[src/rtl/nibble_mayor_sched.sv]
// Round-robin issue of 16-bit nibble words to a shared pipelined max datapath, with in-order tagged responses.
// Optional NM_SCHED_STATS_EN adds STAT_ISSUED / STAT_MAX counters.
//
// state      | meaning
// ST_IDLE    | nothing in flight, grants allowed
// ST_RUN     | ops issued or in flight, grants allowed
// ST_DRAIN   | grants blocked, waiting for datapath and response stage to empty
// ST_HALTED  | datapath empty, grants blocked until HALT drops
module nibble_mayor_sched #(
  parameter int NREQ       = 4,
  parameter int ID_W       = 2,
  parameter int DP_LATENCY = 3
) (
  input  logic                 CLK,
  input  logic                 RESET,
  input  logic [NREQ-1:0]      REQ_VALID,
  input  logic [16*NREQ-1:0]   REQ_NIBBLES,
  output logic [NREQ-1:0]      REQ_GNT,
  input  logic                 HALT,
  output logic                 HALTED,
  output logic                 BUSY,
  output logic                 DP_RESET_L,
  output logic                 DP_VALID,
  output logic [15:0]          DP_NIBBLES,
  input  logic [3:0]           DP_NIBBLE_MAYOR,
  output logic                 RSP_VALID,
  output logic [ID_W-1:0]      RSP_ID,
`ifdef NM_SCHED_STATS_EN
  output logic [15:0]          STAT_ISSUED,
  output logic [3:0]           STAT_MAX,
  output logic [3:0]           RSP_NIBBLE
`else
  output logic [3:0]           RSP_NIBBLE
`endif
);

  typedef enum logic [1:0] {ST_IDLE, ST_RUN, ST_DRAIN, ST_HALTED} state_t;

  state_t                state;
  logic [ID_W-1:0]       rr_ptr;
  logic [ID_W-1:0]       gnt_idx;
  logic [ID_W-1:0]       dp_id;
  logic                  gnt_any;
  logic                  can_grant;
  logic                  in_flight;
  logic [DP_LATENCY-1:0] tag_v;
  logic [ID_W-1:0]       tag_id [DP_LATENCY];

  assign DP_RESET_L = ~RESET;
  assign can_grant  = !RESET && !HALT && (state == ST_IDLE || state == ST_RUN);
  // Ops that will still be outstanding after this edge (current RSP stage excluded).
  assign in_flight  = DP_VALID || (|tag_v);

  always_comb begin
    REQ_GNT = '0;
    gnt_any = 1'b0;
    gnt_idx = '0;
    if (can_grant) begin
      for (int k = 0; k < NREQ; k++) begin
        if (!gnt_any && REQ_VALID[(int'(rr_ptr) + k) % NREQ]) begin
          gnt_any = 1'b1;
          gnt_idx = ID_W'((int'(rr_ptr) + k) % NREQ);
        end
      end
    end
    if (gnt_any) REQ_GNT = NREQ'(1) << gnt_idx;
  end

  always_ff @(posedge CLK) begin
    if (RESET) begin
      state      <= ST_IDLE;
      rr_ptr     <= '0;
      dp_id      <= '0;
      DP_VALID   <= 1'b0;
      DP_NIBBLES <= '0;
      tag_v      <= '0;
      for (int i = 0; i < DP_LATENCY; i++) tag_id[i] <= '0;
      RSP_VALID  <= 1'b0;
      RSP_ID     <= '0;
      RSP_NIBBLE <= '0;
      BUSY       <= 1'b0;
      HALTED     <= 1'b0;
    end else begin
      DP_VALID <= gnt_any;
      if (gnt_any) begin
        DP_NIBBLES <= REQ_NIBBLES[16*int'(gnt_idx) +: 16];
        dp_id      <= gnt_idx;
        rr_ptr     <= (gnt_idx == ID_W'(NREQ-1)) ? '0 : gnt_idx + 1'b1;
      end

      // Last tag stage lines up with the datapath result for that op.
      tag_v[0]  <= DP_VALID;
      tag_id[0] <= dp_id;
      for (int i = 1; i < DP_LATENCY; i++) begin
        tag_v[i]  <= tag_v[i-1];
        tag_id[i] <= tag_id[i-1];
      end

      RSP_VALID <= tag_v[DP_LATENCY-1];
      if (tag_v[DP_LATENCY-1]) begin
        RSP_ID     <= tag_id[DP_LATENCY-1];
        RSP_NIBBLE <= DP_NIBBLE_MAYOR;
      end

      BUSY <= gnt_any || in_flight;

      case (state)
        ST_IDLE: begin
          if (HALT)         state <= ST_DRAIN;
          else if (gnt_any) state <= ST_RUN;
        end
        ST_RUN: begin
          if (HALT)                        state <= ST_DRAIN;
          else if (!gnt_any && !in_flight) state <= ST_IDLE;
        end
        ST_DRAIN: begin
          if (!in_flight) begin
            state  <= ST_HALTED;
            HALTED <= 1'b1;
          end
        end
        ST_HALTED: begin
          if (!HALT) begin
            state  <= ST_IDLE;
            HALTED <= 1'b0;
          end
        end
        default: state <= ST_IDLE;
      endcase
    end
  end

`ifdef NM_SCHED_STATS_EN
  always_ff @(posedge CLK) begin
    if (RESET) begin
      STAT_ISSUED <= '0;
      STAT_MAX    <= '0;
    end else begin
      if (gnt_any && STAT_ISSUED != 16'hFFFF) STAT_ISSUED <= STAT_ISSUED + 16'd1;
      if (RSP_VALID && RSP_NIBBLE > STAT_MAX) STAT_MAX <= RSP_NIBBLE;
    end
  end
`endif

endmodule

[config.mk]
export PLATFORM = sky130hd
export DESIGN_NAME = nibble_mayor_sched
export DESIGN_NICKNAME = d
export VERILOG_FILES = /design/src/rtl/nibble_mayor_sched.sv
export SDC_FILE = /design/constraint.sdc
export NUM_CORES = 1
export LEC_CHECK = 0
export CORE_MARGIN = 5
export CORE_UTILIZATION = 35
export CTS_CLUSTER_DIAMETER = 80
export DETAILED_ROUTE_END_ITERATION = 10
export PLACE_DENSITY = 0.86
export SYNTH_ARGS = -nofsm -noshare
export SYNTH_HDL_FRONTEND = slang
export SYNTH_SLANG_ARGS = --single-unit
[constraint.sdc]
create_clock -name CLK -period 1.8 [get_ports CLK]
set_input_delay 0.18 -clock CLK [delete_from_list [all_inputs] [get_ports CLK]]
set_output_delay 0.18 -clock CLK [all_outputs]
set_load 0.1 [all_outputs]
==> results.yml <==
power_and_ir_drop:
  p_per_area_mw_per_mm2: 750
  irDropWorstVdd_mv: 0.365
  leakage_nw: 1.60
cells_and_area:
  n_fill_cell: 444
  post-route-util_pct: 63.4
  syn_to_final_growth_pct: 76.5
  final_common_cell: "clkdlybuf4s50_1"
  num_antenna_cells: 0
  drive_gt1_share_pct: 29.0
  regArea_um2: 822
  layout_common_cells: "clkdlybuf4s50_1, buf_4, dfxtp_1"
  multi_input_area_mm2: 0.00115
  fin_nets: 406
clock_tree:
  clk-insertion-delay-late_ns: 0.29
  root_buffer: "clkbuf_8"
  clock_path_buffers: 2
  clk_pin_slew_ns: 0.07
  clock_sinks: 41
  cts_tree: "built"
  htreeDepth: 2
  numCtsBuffers: 5
  cts_hold_buffers: 0
logic_synthesis:
  seq_area_frac_synth_pct: 41.5
  ys.flop_type: "dfxtp_1"
  syn_avg_cell_area_um2: 10.1
  netlist.area_leader.share_pct: 41.5
  ys_types: 32
  syn_area_mm2: 0.00198
  ys_ff_latch: 41
  synth_edf_count: 0
  async_flop_share_pct: 0
  synth_top_area_cell: "dfxtp_1"
  synth.area.top_cells: "dfxtp_1, mux2i_1, a221oi_2"
  syn_inst: 196
  ys_warn_count: 0
  syn_nets: 275
worst_setup_path:
  cpMaxStageDelayCell: "or3_4"
  worst-endpoint-arrival_ns: 1.89
  crit_buf_inv: 2
  worstPathRequired_ns: 1.62
  cp_max_fo: 5
  cp_top_family: "simple AND/OR/NAND/NOR gates"
  start_kind: "register"
  critPathKind: "register to output pin"
  cp_slowest_stage_delay_ns: 0.37
  path_cells: "or3_4, nor2_4, o2111ai_4, inv_8, ha_4, and2_4, buf_12"
  critPathCaptureType: "output pin"
global_route:
  grt-ovfl-total: 0
  grt-busiest-layer: "met2"
  grt_pass1_vias: 2159
  grt_pass1_wl_mm: 9.70
  antenna_found_initial: 0
  grtUsageMet3_pct: 4.56
  grt_util_met1_pct: 18.4
  grtUsageTotal_pct: 16.6
  met2_usage_pct: 29.9
  grt_max_degree: 23
timing:
  setup_viol_count_final: 11
  clock-skew-final_ns: 0.00827
  setup_slack_ns: -0.271
  period_needed_ns: 2.07
  fin_crit_sh_pct: 115
  max_slew_margin_pct: 72.4
  clock.fmax_ghz: 0.483
  hold_ws_ns: 0.292
  hold_viol: 0
  slew_violations: 0
  rsz0062_at_grt: "true"
  worst_slew_pin_slew_ns: 0.411
placed_design:
  place.port_buffers: 105
  place_congestion: 0.795
  place_ws_ns: -0.466
  dp_hpwl_mm: 4.76
floorplanning:
  fp.dieArea_mm2: 0.00725
  die_height_um: 85.2
  die_w_um: 85.2
  core_area_mm2: 0.00551
  start_util_pct: 35.9
  ios: 106
  rows: 27
status:
  violations: "negative setup slack"
  outcome: "complete, but fails checks"
drt:
  vias_per_cell: 4.81
  ant_nets: 0
  avgRoutedWirePerCell_um: 14.7
  drt_wl_total_mm: 5.90
  drc_errors: 0
  first_pass_iters: 4
  vias: 1925
  drt_iter0_markers: 65
run:
  drv_cap: 0
worst_hold_path:
  hold_class: "primary input to register"
-- kinds of logic (layout without fill, tap and decap cells) --
logic type	Yosys count	count (layout)	synth area share, %
AND/OR/NAND/NOR	53	53	14.2
AO/OA/AOI/OAI	43	43	18.0
flip-flops	41	41	41.5
multiplexers	38	38	19.2
buffers and inverters	17	149	4.49
adder cells (fa/ha/maj)	4	4	2.53
-- report_power, final --
part	switching, mW	internal [mW]	leakage, nW
clock network	0.328	0.415	0.0543
registers	0.0291	0.961	0.336
logic	0.525	0.359	1.21
total	0.882	1.73	1.60
-- tightest hold or removal path: stages --
cell	delay (ns)
dlymetal6s2s_1	0.10
buf_4	0.14
a21oi_1	0.04
nor2_1	0.08
-- stage by stage --
| stage | power (mW) | cells | setup TNS [ns] | instance area (µm²) |
|---|---|---|---|---|
| 2_1_floorplan | 1.54 | 196 | -0.119 | 2050 |
| 3_3_place_gp | 1.87 | 387 | -8.02 | 3290 |
| 3_5_place_dp | 1.88 | 387 | -9.20 | 3290 |
| 4_1_cts | 2.64 | 400 | -2.17 | 3470 |
| 5_1_grt | 2.73 | 400 | -3.08 | 3490 |
| 6_report | 2.62 | 400 | -1.28 | 3490 |
-- area by class of cell --
| type | count | area share (%) |
|---|---|---|
| Clock buffer | 5 | 1.97 |
| Clock inverter | 3 | 1.33 |
| Inverter | 8 | 1.22 |
| Multi-Input combinational cell | 138 | 33.0 |
| Sequential cell | 41 | 23.6 |
| Tap cell | 72 | 2.58 |
| Timing Repair Buffer | 133 | 36.3 |
-- worst paths after layout --
path / slack [ns] / start / end / depth (start not counted)
worst max-delay path: -0.27 / state[1]$_SDFFE_PP0P_ / REQ_GNT[1] / 7
worst min-delay path: 0.29 / HALT / state[1]$_SDFFE_PP0P_ / 4
worst max register to register: -0.07 / state[1]$_SDFFE_PP0P_ / DP_NIBBLES[12]$_SDFFE_PP0P_ / 7
worst min register to register: 0.44 / tag_id[0][0]$_SDFF_PP0_ / tag_id[1][0]$_SDFF_PP0_ / 1
-- registers in the layout, indices dropped and copies added, names as in the netlist --
register    flops
dp_id           2
state           2
HALTED          1
tag_id          6
rr_ptr          2
DP_VALID        1
RSP_ID          2
RSP_VALID       1
BUSY            1
DP_NIBBLES     16
RSP_NIBBLE      4
tag_v           3
-- per-layer routing --
layer	vias to the layer above	part of all wire (%)
met1	884	39
met3	11	7.2
li1	962	-
met4	0	1.9
met5	-	0
met2	68	52
-- cell usage after synthesis (all sizes together), types with 2 or more instances --
cell type	n
dfxtp	41
mux2i	38
o21ai	16
nand2	15
nor2	14
nor2b	12
o221ai	10
a221oi	7
a21oi	6
and2	6
buf	6
inv	6
ha	4
clkbuf	3
clkinv	2
-- repair_timing --
| item | 4_1_cts | 5_1_grt |
|---|---|---|
| pin swaps | 9 | 8 |
| endpoints found under the setup margin | 20 | 20 |
| buffers inserted | 5 | 1 |
| hold endpoints to repair | 0 | 0 |
| resized for setup | 8 | 5 |
Note: power is estimated with default switching activity, not from simulation.
